## src/rtl/mem_arbiter_pkg.sv

```systemverilog
// mem_arbiter_pkg: shared state encoding and port indices for the memory arbiter.
package mem_arbiter_pkg;

    typedef enum logic [1:0] {
        IDLE = 2'd0,
        REQ  = 2'd1,
        RESP = 2'd2
    } state_e;

    localparam int PORT_IFU = 0;
    localparam int PORT_LSU = 1;

endpackage

```

## src/rtl/rr_arb2.sv

```systemverilog
// rr_arb2: two-way round-robin pick; on a tie the port equal to prio wins.
module rr_arb2
    import mem_arbiter_pkg::*;
(
    input  logic [1:0] req_i,
    input  logic       prio_i,
    output logic [1:0] gnt_o
);

    always_comb begin
        gnt_o = req_i;
        if (&req_i) gnt_o = prio_i ? 2'b10 : 2'b01;
    end

endmodule

```

## src/rtl/mem_arbiter.sv

```systemverilog
// mem_arbiter: shares one downstream memory port between the I-cache (port 0) and D-cache (port 1),
// one transaction outstanding, round-robin grant, request fields latched on acceptance.
module mem_arbiter
    import mem_arbiter_pkg::*;
#(
    parameter int ADDR_W = 32,
    parameter int DATA_W = 64
) (
    input  logic                  clk,
    input  logic                  rst,
    input  logic [ADDR_W-1:0]     s0_addr,
    input  logic                  s0_avalid,
    output logic                  s0_aready,
    input  logic [DATA_W-1:0]     s0_wdata,
    input  logic [DATA_W/8-1:0]   s0_wstrb,
    output logic [DATA_W-1:0]     s0_rdata,
    output logic                  s0_bvalid,
    input  logic                  s0_bready,
    input  logic [ADDR_W-1:0]     s1_addr,
    input  logic                  s1_avalid,
    output logic                  s1_aready,
    input  logic [DATA_W-1:0]     s1_wdata,
    input  logic [DATA_W/8-1:0]   s1_wstrb,
    output logic [DATA_W-1:0]     s1_rdata,
    output logic                  s1_bvalid,
    input  logic                  s1_bready,
    output logic [ADDR_W-1:0]     m_addr,
    output logic                  m_avalid,
    input  logic                  m_aready,
    output logic [DATA_W-1:0]     m_wdata,
    output logic [DATA_W/8-1:0]   m_wstrb,
    input  logic [DATA_W-1:0]     m_rdata,
    input  logic                  m_bvalid,
    output logic                  m_bready,
    output logic                  busy
);

    state_e                state_q, state_d;
    logic                  prio_q, prio_d;
    logic                  gnt_q, gnt_d;
    logic [ADDR_W-1:0]     addr_q;
    logic [DATA_W-1:0]     wdata_q;
    logic [DATA_W/8-1:0]   wstrb_q;
    logic [1:0]            pick;
    logic                  idle, resp, take, sel_bready;

    rr_arb2 u_arb (
        .req_i  ({s1_avalid, s0_avalid}),
        .prio_i (prio_q),
        .gnt_o  (pick)
    );

    assign idle       = state_q == IDLE;
    assign resp       = state_q == RESP;
    // rst gates acceptance so no aready leaks out while reset is held
    assign take       = rst && idle && |pick;
    assign sel_bready = gnt_q ? s1_bready : s0_bready;

    always_comb begin
        state_d = state_q;
        prio_d  = prio_q;
        gnt_d   = gnt_q;
        case (state_q)
            IDLE: if (take) begin
                state_d = REQ;
                gnt_d   = pick[PORT_LSU];
            end
            REQ: if (m_aready) state_d = RESP;
            RESP: if (m_bvalid && sel_bready) begin
                state_d = IDLE;
                prio_d  = ~gnt_q;
            end
            default: state_d = IDLE;
        endcase
    end

    always_ff @(posedge clk or negedge rst) begin
        if (!rst) begin
            state_q <= IDLE;
            prio_q  <= 1'b0;
            gnt_q   <= 1'b0;
            addr_q  <= '0;
            wdata_q <= '0;
            wstrb_q <= '0;
        end else begin
            state_q <= state_d;
            prio_q  <= prio_d;
            gnt_q   <= gnt_d;
            if (take) begin
                addr_q  <= pick[PORT_LSU] ? s1_addr  : s0_addr;
                wdata_q <= pick[PORT_LSU] ? s1_wdata : s0_wdata;
                wstrb_q <= pick[PORT_LSU] ? s1_wstrb : s0_wstrb;
            end
        end
    end

    assign s0_aready = take && pick[PORT_IFU];
    assign s1_aready = take && pick[PORT_LSU];
    assign m_addr    = addr_q;
    assign m_wdata   = wdata_q;
    assign m_wstrb   = wstrb_q;
    assign m_avalid  = state_q == REQ;
    assign m_bready  = resp && sel_bready;
    assign s0_bvalid = resp && !gnt_q && m_bvalid;
    assign s1_bvalid = resp && gnt_q && m_bvalid;
    assign s0_rdata  = (resp && !gnt_q) ? m_rdata : '0;
    assign s1_rdata  = (resp && gnt_q) ? m_rdata : '0;
    assign busy      = !idle;

endmodule

```

## config.mk

```make
export PLATFORM = sky130hd
export DESIGN_NAME = mem_arbiter
export DESIGN_NICKNAME = d
export VERILOG_FILES = /design/src/rtl/mem_arbiter_pkg.sv /design/src/rtl/rr_arb2.sv /design/src/rtl/mem_arbiter.sv
export SDC_FILE = /design/constraint.sdc
export NUM_CORES = 1
export LEC_CHECK = 0
export CAP_MARGIN = 20
export CORE_AREA = 2 2 203 205
export DETAILED_ROUTE_END_ITERATION = 10
export DIE_AREA = 0 0 205 207
export GPL_ROUTABILITY_DRIVEN = 0
export GPL_TIMING_DRIVEN = 0
export SYNTH_ARGS = -nofsm -noshare
export SYNTH_HDL_FRONTEND = slang
export SYNTH_SLANG_ARGS = --single-unit
```

## constraint.sdc

```tcl
create_clock -name clk -period 2 [get_ports clk]
set_input_delay 0.2 -clock clk [delete_from_list [all_inputs] [get_ports clk]]
set_output_delay 0.2 -clock clk [all_outputs]
set_load 0.03 [all_outputs]
```

==> metrics.md <==
| Metric | Value |
|---|---|
| Pwr per Cell Area | `1230 nW/um^2` |
| Area contributors post-synth | `dfrtp_1 (45%), inv_1 (19%), a222oi_1 (17%), and2_1 (13%), clkbuf_1 (2.1%)` |
| Outcome | `finished clean` |
| Vias/cell | `between 4 and 5` |
| Largest area contributor in the netlist | `dfrtp_1` |
| Num ports | `519` |
| Synth top area share | `44.5%` |
| Post-DP HPWL | `28200 microns` |
| Mean Syn Cell Area | `8.36 sq um` |
| Final WL | `34700 microns` |
| R2r setup slk | `80 ps` |
| Fin crit period | `1950 ps` |
| Max Freq | `a little over 500 MHz` |
| Drt pass-1 iters | `8` |
| Worst Hold Class | `in2reg` |
| Setup Skew | `10.8 ps` |
| Reg2Reg Capture Point | `m_addr[20]$_DFFE_PN0N_` |
| Starting Density | `15.0%` |
| Area growth, synth to finish | `104%` |
| Drt wl/cell | `19.2 microns` |
| CP max stage cell | `dfrtp_1` |
| CP Capture Type | `output port` |
| Most used cell, CP | `buf_6` |
| Initial drt markers | `710` |
| Max-Cap Viols | `0` |
| Ys async rst share | `100%` |
| Final setup fails | `0` |
| Syn. warnings | `0` |
| H-tree depth | `3` |
| # port buffers | `518` |
| Top cells by count, synth | `inv_1 (314), and2_1 (130), dfrtp_1 (108)` |
| Syn Std Cell Area | `6070 sq um` |
| EDFF count, synth | `0` |
| Clk buf depth | `2` |
| VDD IR-drop max | `~0.00044 V` |
| Hold Violations, Final | `0` |
| TritonCTS Buffers | `9` |
| Final design utilization | `a little under a third` |
| Initial antenna violation count | `2` |
| Later-pin clock latency in the skew report | `370 ps` |
| Top-count cell post-synth | `inv_1` |
| Critical path type | `reg2out` |
| Pin count of the biggest net entering global routing | `75` |
| Placed Area | `11900 sq um` |
| TritonCTS clock tree | `yes` |
| Die Wd | `205 microns` |
| Sequential cell area fraction in the yosys report | `44.5%` |
| Layout cell share with drive strength beyond 1 | `17.3%` |
| Mapped Nets | `1006` |
| Worst hold path startpoint | `s1_addr[12]` |
| FF-to-FF Start | `state_q[0]$_DFFE_PN0P_` |
| # DRC | `0` |
| Design Area, Final | `approximately 12000 sq um` |
| Final ANT Viol Nets | `0` |
| Top_reg_cell synth | `dfrtp_1` |
| Tightest Pin Transition | `567 ps` |
| TritonCTS Sinks | `108` |
| Overall Global Routing Usage | `15.9%` |
| Overflow after GRT | `0` |
| ANT cells | `0` |
| Vias | `~7300` |
| Die ar. | `42400 sq um` |
| Synth Register Bits | `108` |
| CTS root buffer | `clkbuf_16` |
| Clk slew on worst S/H paths | `around 80 ps` |
| CP arrival | `1750 ps` |
| Worst reg2reg path depth | `8` |
| Cell leakage power | `6.39 nW` |
| Global-route wire length before repair | `about 49000 microns` |
| Final #Nets | `1549` |
| Final worst-path cycle share | `97.7%` |
| Mapped Cells | `726` |
| WP data required | `1800 ps` |
| FF/Latch Area | `2710 sq um` |
| Fillcell total | `4323` |
| Slew HR | `62.2%` |
| Count of cell types in the netlist | `21` |
| Worst stage delay on the critical path | `~400 ps` |
| Die Y | `about 210 microns` |
| Row count | `74` |
| Core area | `approximately 40000 sq um` |
| Critical path, cell by cell | `buf_6, nor3b_4, buf_4, and3_4, buf_6, buf_8` |
| WHS Endpoint | `m_addr[12]$_DFFE_PN0N_` |
| Hold path cells | `3` |
| Number of global-route vias before repair | `between 7000 and 8000` |
| Critical Path Source Type | `register` |
| Multi-input logic area | `a little over 2000 sq um` |
| RSZ-0062 raised after global routing | `true` |
| Crit Path Max Fanout | `3` |
| Final Max Tran Viols | `0` |
## layout by cell type (no fill, tap or decap), drive strengths merged, types with 2 or more instances in the layout
cell type	synthesis	final
clkdlybuf4s50	0	382
inv	314	314
buf	15	138
and2	130	130
dfrtp	108	108
a222oi	104	104
clkbuf	34	62
clkdlybuf4s15	0	8
nor2	4	4
dlygate4sd2	0	3
nand2b	3	3
o21ai	3	3
and3	2	2
bufinv	0	2
## critical path, delay by kind of cell (launching register included)
family	cells	cell delay [ps]
buffers and inverters	4	510
AND/OR/NAND/NOR	2	450
flip-flops	1	410
## through the flow
step	power [mW]	hold WS (ps)	worst slack, ps	TNS, ps	std cells
after floorplan	8.60	-95.6	264	0	726
after global placement	12.9	529	-5690	-1058440	1776
after detailed placement	13.0	134	-1090	-129070	1777
after CTS	15.3	339	-135	-156	1803
after global routing	16.1	357	-35.9	-77.1	1806
final	15.2	380	45.5	0	1806
## layout make-up
type / count / share of cell area (%)
Multi-Input combinational cell: 255 / 16.5
Buffer: 44 / 3.13
Inverter: 314 / 9.52
Clock inverter: 3 / 0.546
Sequential cell: 108 / 21.9
Clock buffer: 13 / 2.18
Tap cell: 532 / 5.38
Timing Repair Buffer: 537 / 40.9
## how the worst max path moves through the flow
stage	start	end	slack, ps	cells after the start
2_1_floorplan	state_q[1]$_DFFE_PN0P_	m_wdata[53]$_DFFE_PN0N_	260	5
3_3_place_gp	rst	s1_aready	-5690	6
3_5_place_dp	rst	s1_aready	-1090	6
4_1_cts	state_q[0]$_DFFE_PN0P_	s1_aready	-130	7
5_1_grt	state_q[0]$_DFFE_PN0P_	s1_aready	-40	6
6_report	state_q[0]$_DFFE_PN0P_	s1_aready	50	6
## state kept, by name, summed over array words and instances (netlist names)
| signal | count |
|---|---|
| state_q | 2 |
| m_addr | 32 |
| m_wstrb | 8 |
| m_wdata | 64 |
| gnt_q | 1 |
| prio_q | 1 |
## per-layer routing
metal,GRT usage (%),part of all wire [%]
met2,30.8,54
met5,0,0.075
met1,15.7,35
met3,4.88,8.8
met4,5.48,2.7
## cell families after synthesis
logic type,Yosys count,synth area share (%)
AND/OR/NAND/NOR,144,14.8
flip-flops,108,44.5
buffers and inverters,363,22.8
AO/OA/AOI/OAI,110,17.7
multiplexers,1,0.165
## where the power goes
part	switching, mW	leakage, nW	total [mW]	internal, mW
Combinational	5.27	5.06	9.30	4.03
Sequential	0.637	1.17	3.85	3.22
Clock	0.865	0.162	2.07	1.20
Total	6.77	6.39	15.2	8.45
## repair_timing
action / CTS / global route
resized for setup: 748 / 137
gates cloned: 0 / 1
hold endpoints to repair: 34 / 0
setup endpoints to repair: 239 / 190
hold buffers: 2 / 0
pin swaps: 4 / 7
buffers inserted: 11 / 4
(Power assumes the default switching activity.)
